--- src/rtl/gbm_path_stepper_if.sv ---
// Stream bundle between the path stepper and its neighbours: normal draws in,
// GBM request/result, and the tagged price stream out to LSM storage.
interface gbm_path_stepper_if #(
    parameter int unsigned WIDTH = 32,
    parameter int unsigned SW    = 1,
    parameter int unsigned PW    = 1
);
    logic             z_valid;
    logic             z_ready;
    logic [WIDTH-1:0] z;

    logic             gbm_valid;
    logic             gbm_ready;
    logic [WIDTH-1:0] gbm_z;
    logic [WIDTH-1:0] gbm_S;
    logic [WIDTH-1:0] gbm_r;
    logic [WIDTH-1:0] gbm_sigma;
    logic [WIDTH-1:0] gbm_dt;

    logic             res_valid;
    logic             res_ready;
    logic [WIDTH-1:0] res_S;

    logic             out_valid;
    logic             out_ready;
    logic [WIDTH-1:0] out_S;
    logic [SW-1:0]    out_step;
    logic [PW-1:0]    out_path;
    logic             out_last_step;
    logic             out_last;

    modport master (
        input  z_valid, z, gbm_ready, res_valid, res_S, out_ready,
        output z_ready, gbm_valid, gbm_z, gbm_S, gbm_r, gbm_sigma, gbm_dt,
               res_ready, out_valid, out_S, out_step, out_path, out_last_step, out_last
    );

    modport slave (
        output z_valid, z, gbm_ready, res_valid, res_S, out_ready,
        input  z_ready, gbm_valid, gbm_z, gbm_S, gbm_r, gbm_sigma, gbm_dt,
               res_ready, out_valid, out_S, out_step, out_path, out_last_step, out_last
    );
endinterface

--- src/rtl/gbm_path_stepper.sv ---
// Path-simulation sequencer: feeds one draw plus the current price to the GBM stage,
// feeds each result back as the next price and emits it tagged with path/step indices.
module gbm_path_stepper #(
    parameter int unsigned WIDTH   = 32,
    parameter int unsigned QFRAC   = 16,
    parameter int unsigned N_STEPS = 50,
    parameter int unsigned N_PATHS = 1024,
    parameter int unsigned SW      = (N_STEPS > 1) ? $clog2(N_STEPS) : 1,
    parameter int unsigned PW      = (N_PATHS > 1) ? $clog2(N_PATHS) : 1
) (
    input  logic               clk,
    input  logic               rst,
    input  logic               start,
    input  logic               abort,
    input  logic [WIDTH-1:0]   S0,
    input  logic [WIDTH-1:0]   r,
    input  logic [WIDTH-1:0]   sigma,
    input  logic [WIDTH-1:0]   dt,
    output logic               busy,
    output logic               done,
    output logic               neg_clamp,
    gbm_path_stepper_if.master bus
);

    if (N_STEPS < 1 || N_PATHS < 1 || QFRAC >= WIDTH) begin : g_bad_cfg
        $error("gbm_path_stepper: invalid parameterisation");
    end

    typedef enum logic [2:0] {
        S_IDLE, S_ISSUE, S_WAIT, S_EMIT, S_FLUSH, S_DONE
    } state_t;

    localparam logic [SW-1:0] LAST_STEP = SW'(N_STEPS - 1);
    localparam logic [PW-1:0] LAST_PATH = PW'(N_PATHS - 1);

    state_t           state, state_n;
    logic [WIDTH-1:0] s_cur, s0_q, r_q, sigma_q, dt_q;
    logic [SW-1:0]    step;
    logic [PW-1:0]    path;
    logic             last_step, last_path, fire, res_neg;
    logic [WIDTH-1:0] res_clamped;

    assign last_step   = (step == LAST_STEP);
    assign last_path   = (path == LAST_PATH);
    assign fire        = bus.z_valid && bus.gbm_ready;
    assign res_neg     = bus.res_S[WIDTH-1];
    assign res_clamped = res_neg ? '0 : bus.res_S;

    assign busy = (state != S_IDLE);
    assign done = (state == S_DONE);

    always_ff @(posedge clk) begin
        if (rst) state <= S_IDLE;
        else     state <= state_n;
    end

    always_comb begin
        state_n       = state;
        bus.z_ready   = 1'b0;
        bus.gbm_valid = 1'b0;
        bus.gbm_z     = '0;
        bus.gbm_S     = '0;
        bus.gbm_r     = '0;
        bus.gbm_sigma = '0;
        bus.gbm_dt    = '0;
        bus.res_ready = 1'b0;
        bus.out_valid = 1'b0;
        case (state)
            S_IDLE: if (start) state_n = S_ISSUE;
            S_ISSUE: begin
                bus.gbm_valid = bus.z_valid;
                bus.z_ready   = bus.gbm_ready;
                bus.gbm_z     = bus.z;
                bus.gbm_S     = s_cur;
                bus.gbm_r     = r_q;
                bus.gbm_sigma = sigma_q;
                bus.gbm_dt    = dt_q;
                // A request that fires together with abort still owes us one result.
                if (abort)     state_n = fire ? S_FLUSH : S_IDLE;
                else if (fire) state_n = S_WAIT;
            end
            S_WAIT: begin
                bus.res_ready = 1'b1;
                // Result taken in the abort cycle itself: nothing left to flush.
                if (abort)              state_n = bus.res_valid ? S_IDLE : S_FLUSH;
                else if (bus.res_valid) state_n = S_EMIT;
            end
            S_EMIT: begin
                bus.out_valid = 1'b1;
                if (abort) state_n = S_IDLE;
                else if (bus.out_ready)
                    state_n = (last_step && last_path) ? S_DONE : S_ISSUE;
            end
            S_FLUSH: begin
                bus.res_ready = 1'b1;
                if (bus.res_valid) state_n = S_IDLE;
            end
            S_DONE:  state_n = S_IDLE;
            default: state_n = S_IDLE;
        endcase
    end

    always_ff @(posedge clk) begin
        if (rst) begin
            s_cur             <= '0;
            s0_q              <= '0;
            r_q               <= '0;
            sigma_q           <= '0;
            dt_q              <= '0;
            step              <= '0;
            path              <= '0;
            neg_clamp         <= 1'b0;
            bus.out_S         <= '0;
            bus.out_step      <= '0;
            bus.out_path      <= '0;
            bus.out_last_step <= 1'b0;
            bus.out_last      <= 1'b0;
        end else begin
            case (state)
                S_IDLE: if (start) begin
                    s0_q      <= S0;
                    r_q       <= r;
                    sigma_q   <= sigma;
                    dt_q      <= dt;
                    s_cur     <= S0;
                    step      <= '0;
                    path      <= '0;
                    neg_clamp <= 1'b0;
                end
                S_WAIT: if (bus.res_valid && !abort) begin
                    s_cur             <= res_clamped;
                    bus.out_S         <= res_clamped;
                    bus.out_step      <= step;
                    bus.out_path      <= path;
                    bus.out_last_step <= last_step;
                    bus.out_last      <= last_step && last_path;
                    if (res_neg) neg_clamp <= 1'b1;
                end
                S_EMIT: if (bus.out_ready && !abort) begin
                    if (last_step) begin
                        step  <= '0;
                        s_cur <= s0_q;
                        if (!last_path) path <= path + PW'(1);
                    end else begin
                        step <= step + SW'(1);
                    end
                end
                default: ;
            endcase
        end
    end

endmodule
--- src/flat_wrapper.sv ---
// flat-port wrapper written by rule: the top's interface ports become plain ports
module gbm_path_stepper_flat 
#(
    parameter int unsigned WIDTH   = 32,
    parameter int unsigned QFRAC   = 16,
    parameter int unsigned N_STEPS = 50,
    parameter int unsigned N_PATHS = 1024,
    parameter int unsigned SW      = (N_STEPS > 1) ? $clog2(N_STEPS) : 1,
    parameter int unsigned PW      = (N_PATHS > 1) ? $clog2(N_PATHS) : 1
)
  (clk, rst, start, abort, S0, r, sigma, dt, busy, done, neg_clamp, bus_z_valid, bus_z, bus_gbm_ready, bus_res_valid, bus_res_S, bus_out_ready, bus_z_ready, bus_gbm_valid, bus_gbm_z, bus_gbm_S, bus_gbm_r, bus_gbm_sigma, bus_gbm_dt, bus_res_ready, bus_out_valid, bus_out_S, bus_out_step, bus_out_path, bus_out_last_step, bus_out_last);
  gbm_path_stepper_if #(.WIDTH(WIDTH), .SW(SW), .PW(PW)) bus_i ();
  input  logic clk;
  input  logic rst;
  input  logic start;
  input  logic abort;
  input  logic [WIDTH-1:0] S0;
  input  logic [WIDTH-1:0] r;
  input  logic [WIDTH-1:0] sigma;
  input  logic [WIDTH-1:0] dt;
  output logic busy;
  output logic done;
  output logic neg_clamp;
  input wire logic [$bits(bus_i.z_valid)-1:0] bus_z_valid;
  input wire logic [$bits(bus_i.z)-1:0] bus_z;
  input wire logic [$bits(bus_i.gbm_ready)-1:0] bus_gbm_ready;
  input wire logic [$bits(bus_i.res_valid)-1:0] bus_res_valid;
  input wire logic [$bits(bus_i.res_S)-1:0] bus_res_S;
  input wire logic [$bits(bus_i.out_ready)-1:0] bus_out_ready;
  output wire logic [$bits(bus_i.z_ready)-1:0] bus_z_ready;
  output wire logic [$bits(bus_i.gbm_valid)-1:0] bus_gbm_valid;
  output wire logic [$bits(bus_i.gbm_z)-1:0] bus_gbm_z;
  output wire logic [$bits(bus_i.gbm_S)-1:0] bus_gbm_S;
  output wire logic [$bits(bus_i.gbm_r)-1:0] bus_gbm_r;
  output wire logic [$bits(bus_i.gbm_sigma)-1:0] bus_gbm_sigma;
  output wire logic [$bits(bus_i.gbm_dt)-1:0] bus_gbm_dt;
  output wire logic [$bits(bus_i.res_ready)-1:0] bus_res_ready;
  output wire logic [$bits(bus_i.out_valid)-1:0] bus_out_valid;
  output wire logic [$bits(bus_i.out_S)-1:0] bus_out_S;
  output wire logic [$bits(bus_i.out_step)-1:0] bus_out_step;
  output wire logic [$bits(bus_i.out_path)-1:0] bus_out_path;
  output wire logic [$bits(bus_i.out_last_step)-1:0] bus_out_last_step;
  output wire logic [$bits(bus_i.out_last)-1:0] bus_out_last;
  assign bus_i.z_valid = bus_z_valid;
  assign bus_i.z = bus_z;
  assign bus_i.gbm_ready = bus_gbm_ready;
  assign bus_i.res_valid = bus_res_valid;
  assign bus_i.res_S = bus_res_S;
  assign bus_i.out_ready = bus_out_ready;
  assign bus_z_ready = bus_i.z_ready;
  assign bus_gbm_valid = bus_i.gbm_valid;
  assign bus_gbm_z = bus_i.gbm_z;
  assign bus_gbm_S = bus_i.gbm_S;
  assign bus_gbm_r = bus_i.gbm_r;
  assign bus_gbm_sigma = bus_i.gbm_sigma;
  assign bus_gbm_dt = bus_i.gbm_dt;
  assign bus_res_ready = bus_i.res_ready;
  assign bus_out_valid = bus_i.out_valid;
  assign bus_out_S = bus_i.out_S;
  assign bus_out_step = bus_i.out_step;
  assign bus_out_path = bus_i.out_path;
  assign bus_out_last_step = bus_i.out_last_step;
  assign bus_out_last = bus_i.out_last;
  gbm_path_stepper #(.WIDTH(WIDTH), .QFRAC(QFRAC), .N_STEPS(N_STEPS), .N_PATHS(N_PATHS), .SW(SW), .PW(PW)) u_core (.clk(clk), .rst(rst), .start(start), .abort(abort), .S0(S0), .r(r), .sigma(sigma), .dt(dt), .busy(busy), .done(done), .neg_clamp(neg_clamp), .bus(bus_i));
endmodule
--- config.mk ---
export PLATFORM = sky130hd
export DESIGN_NAME = gbm_path_stepper_flat
export DESIGN_NICKNAME = d
export VERILOG_FILES = /design/src/rtl/gbm_path_stepper_if.sv /design/src/rtl/gbm_path_stepper.sv /design/src/flat_wrapper.sv
export SDC_FILE = /design/constraint.sdc
export NUM_CORES = 1
export LEC_CHECK = 0
export CORE_ASPECT_RATIO = 0.6
export CORE_UTILIZATION = 43
export DETAILED_ROUTE_END_ITERATION = 8
export GPL_TIMING_DRIVEN = 0
export PLACE_DENSITY = 0.9
export SYNTH_ARGS = -nofsm -noshare
export SYNTH_HDL_FRONTEND = slang
export SYNTH_SLANG_ARGS = --single-unit
--- constraint.sdc ---
create_clock -name clk -period 2.5 [get_ports clk]
set_input_delay 0.5 -clock clk [delete_from_list [all_inputs] [get_ports clk]]
set_output_delay 0.5 -clock clk [all_outputs]
set_load 0.02 [all_outputs]
==> results.txt <==
Die area -> 23750 µm²
Maximum vdd drop -> 0.4784 mV
Pin count of the biggest net entering global routing -> 17
CP peak stage delay -> 0.33 ns
Fill cells -> 1767
Post-Synthesis Cells -> 1246
Initial DRC Count -> 976
Initial antenna violation count -> 1
Worst Path Required -> 2.00 ns
GP Congestion -> 0.9128
Hold Path Class -> flip-flop to flip-flop
WL/cell -> 19.54 µm
Max_slew headroom -> 43.81%
Placed insts -> 1968
Worst setup SP type -> flip-flop
Final Util -> 69.27%
Arr. time, crit path -> 2.06 ns
Psw -> 2.581 mW
Pre-CTS setup slack -> -1.447 ns
Post-Route WL -> 39480 µm
Final Skew -> 0.01601 ns
Clock latency on the worst-skew pair -> 0.50 ns
Sequential share of the synthesized area -> 46.12%
Ports -> 417
Failing checks -> negative setup slack
Layout cells sized above 1 -> 19.46%
Total number of vias -> 11150
Starting Density -> 44.50%
Die span in y -> 119.8 µm
Yosys warning count -> 0
Slew @ Worst Pin -> 0.8428 ns
Switching share of power -> 27.37%
Clock tree sinks -> 229
Post-synth EDFFs -> 0
Max-slew violations -> 0
Seq cells post-synth -> 229
CTS Buf Count -> 22
Clock slew at reported path FFs -> 0.06 ns
CTS tree -> done
All-layer global routing usage -> 31.24%
Minimum clock period -> 2.557 ns
Clock Power Share -> 36.6%
Final Cell Area -> 15470 µm²
FFs w/ async S/R, synth -> 0%
CP max-delay cell -> dfxtp_2
Congestion Overflow GR -> 0
Post-DRT Antenna Nets -> 0
Pwr Total -> 9.433 mW
CORE AREA -> 22330 µm²
Worst Slack Setup Final -> -0.05733 ns
Critical Path End Type -> output port
H-tree Lvls -> 1
Combinational share of power -> 20.8%
Die width -> 198.3 µm
DRC Markers -> 0
Setup TNS -> -0.7244 ns
Count of hold-fix buffers inserted at cts -> 0
Via/cell ratio -> 5.521
Clk buf depth -> 3
Int Power -> 6.851 mW
Hpwl dp -> 29070 µm
Port Buf Inserts -> 414
RSZ-0062 raised after global routing -> yes
Worst Path Class, Setup -> flip-flop to output port
Maximum fanout along the worst path -> 8
Non-filler cells, final -> 2020
Sequential power share -> 42.6%
Max-cap violations -> 0
# rows -> 42
Status -> finished with violations
Count of different cell masters after synthesis -> 48
Root Buffer Master -> clkbuf_16
Post-synth top flop -> dfxtp_1
PD cells -> 609.7 nW/µm²
Number of global-route vias before repair -> 10430
Fmax -> 391.0 MHz
Post-Syn Area -> 9940 µm²
Dpl cell area -> 14470 µm²
Syn Area/Cell -> 7.977 µm²
Net count after synthesis -> 1449
Fin Hold WS -> 0.4508 ns
Setup Viol. Count Final -> 20
Hold Violations, Final -> 0
Initial DRT Pass Iterations -> 8
Global-route wire length before repair -> 57470 µm
Static Leak -> 6.226 nW
Cell Chain, Critical Path -> buf_8, buf_8, nor2_4, buf_12, clkbuf_16, buf_12, clkbuf_16, and2_1, buf_6
Final worst path period share -> 102.3%
Area growth, synth to finish -> 55.65%
Fin nets -> 1903
[power by group through the flow]
stage | Clock, mW | Sequential, mW | Combinational, mW
after detailed placement | 0 | 4.09 | 1.78
after global routing | 3.64 | 4.04 | 2.10
after global placement | 0 | 4.07 | 1.74
after floorplan | 0 | 4.05 | 0.930
final | 3.46 | 4.02 | 1.96
after CTS | 3.49 | 4.01 | 1.88
[layout make-up]
| cell class | instances | area, µm² | area share [%] |
|---|---|---|---|
| Tap cell | 308 | 385.4 | 2.491 |
| Multi-Input combinational cell | 897 | 4981 | 32.20 |
| Clock inverter | 4 | 70.07 | 0.4529 |
| Timing Repair Buffer | 434 | 4031 | 26.06 |
| Antenna cell | 1 | 2.502 | 0.01617 |
| Inverter | 6 | 22.52 | 0.1456 |
| Sequential cell | 229 | 4588 | 29.66 |
| Clock buffer | 31 | 665.6 | 4.302 |
| Buffer | 110 | 724.4 | 4.683 |
[final timing paths]
kind,to,slack (ns),cells after the start,startpoint
worst max register to register,u_core.r_q[20],0.20,8,u_core.state[1]
worst max-delay path,bus_gbm_sigma[27],-0.06,9,u_core.state[1]
worst min-delay path,u_core.dt_q[31],0.45,2,u_core.dt_q[31]
worst min register to register,u_core.dt_q[31],0.45,2,u_core.dt_q[31]
[cell usage after synthesis, types with 2 or more instances]
library cell / instances / area share [%]
nand2_1: 303 / 11
dfxtp_1: 229 / 46
a21oi_1: 189 / 9.5
and2_1: 163 / 10
clkbuf_1: 74 / 2.8
nor2_1: 45 / 1.7
a211oi_1: 35 / 2.6
buf_2: 33 / 1.7
a222oi_1: 31 / 3.1
a22oi_1: 31 / 2.3
or3_1: 12 / 0.76
nand3_1: 9 / 0.45
mux2i_1: 7 / 0.70
a31oi_1: 6 / 0.38
inv_1: 6 / 0.23
o21ai_0: 6 / 0.30
buf_4: 5 / 0.38
nand4_1: 5 / 0.31
nand4b_1: 5 / 0.44
nor4_1: 5 / 0.31
and4_1: 4 / 0.35
nand2b_1: 4 / 0.25
o31ai_1: 4 / 0.30
ha_1: 3 / 0.38
nand3b_1: 3 / 0.23
and3b_1: 2 / 0.18
buf_6: 2 / 0.23
nor3_1: 2 / 0.10
nor4b_2: 2 / 0.30
o21a_1: 2 / 0.15
or4_1: 2 / 0.15
[repair_timing]
| item | CTS | global route |
|---|---|---|
| gates cloned | 1 | 2 |
| buffers inserted | 7 | 10 |
| endpoints found under the setup margin | 197 | 175 |
| pin swaps | 25 | 1 |
| resized for setup | 816 | 125 |
[logic make-up (layout without fill, tap and decap cells)]
| kind of cell | count (synthesis) | after routing | share of synthesized area [%] |
|---|---|---|---|
| simple gates | 575 | 575 | 28.15 |
| compound gates | 310 | 310 | 19.23 |
| flops | 229 | 229 | 46.12 |
| buf+inv | 120 | 585 | 5.287 |
| mux | 7 | 7 | 0.7050 |
| fa+ha+maj | 3 | 3 | 0.3777 |
| other cells | 1 | 2 | 0.03773 |
| xor+xnor | 1 | 1 | 0.08813 |
[sequential cells by signal (all words and copies together), names as in the netlist, 3 cells and up]
signal / flops
u_core.state: 3
u_core.path: 10
u_core.step: 6
u_core.r_q: 32
u_core.dt_q: 32
u_core.s0_q: 32
u_core.bus.out_step: 6
u_core.bus.out_path: 10
u_core.bus.out_S: 31
u_core.sigma_q: 32
u_core.s_cur: 32
[metal layers]
| metal | share of wire, % | vias to the layer above | wire (µm) | global-route usage [%] |
|---|---|---|---|---|
| li1 | - | 5166 | - | - |
| met1 | 41 | 5300 | 16300 | 40.66 |
| met2 | 46 | 590 | 18140 | 50.90 |
| met3 | 8.9 | 96 | 3520 | 6.211 |
| met4 | 3.9 | 0 | 1520 | 12.16 |
| met5 | 0 | - | 0 | 0 |
[layout by cell type, fill, tap and decap left out, drive strengths merged, types with 3 or more instances in the layout]
master,count
clkdlybuf4s15,7
nand2,303
and2,163
a222oi,31
nor4,5
inv,6
nand3,9
nand3b,3
o31ai,4
a31oi,6
nor3,3
nor2,45
nor4b,3
a21oi,189
nand2b,4
mux2i,7
clkbuf,101
ha,3
dfxtp,229
clkdlybuf4s50,248
and4,4
a211oi,35
o21ai,6
buf,216
nand4,5
or3,13
nand4b,5
a22oi,31
[critical path: cells and delay by family (launching register included)]
family / cells / cell delay, ns
flip-flops: 1 / 0.33
AND/OR/NAND/NOR: 2 / 0.31
buffers and inverters: 7 / 0.91
Note: power is estimated with default switching activity, not from simulation.
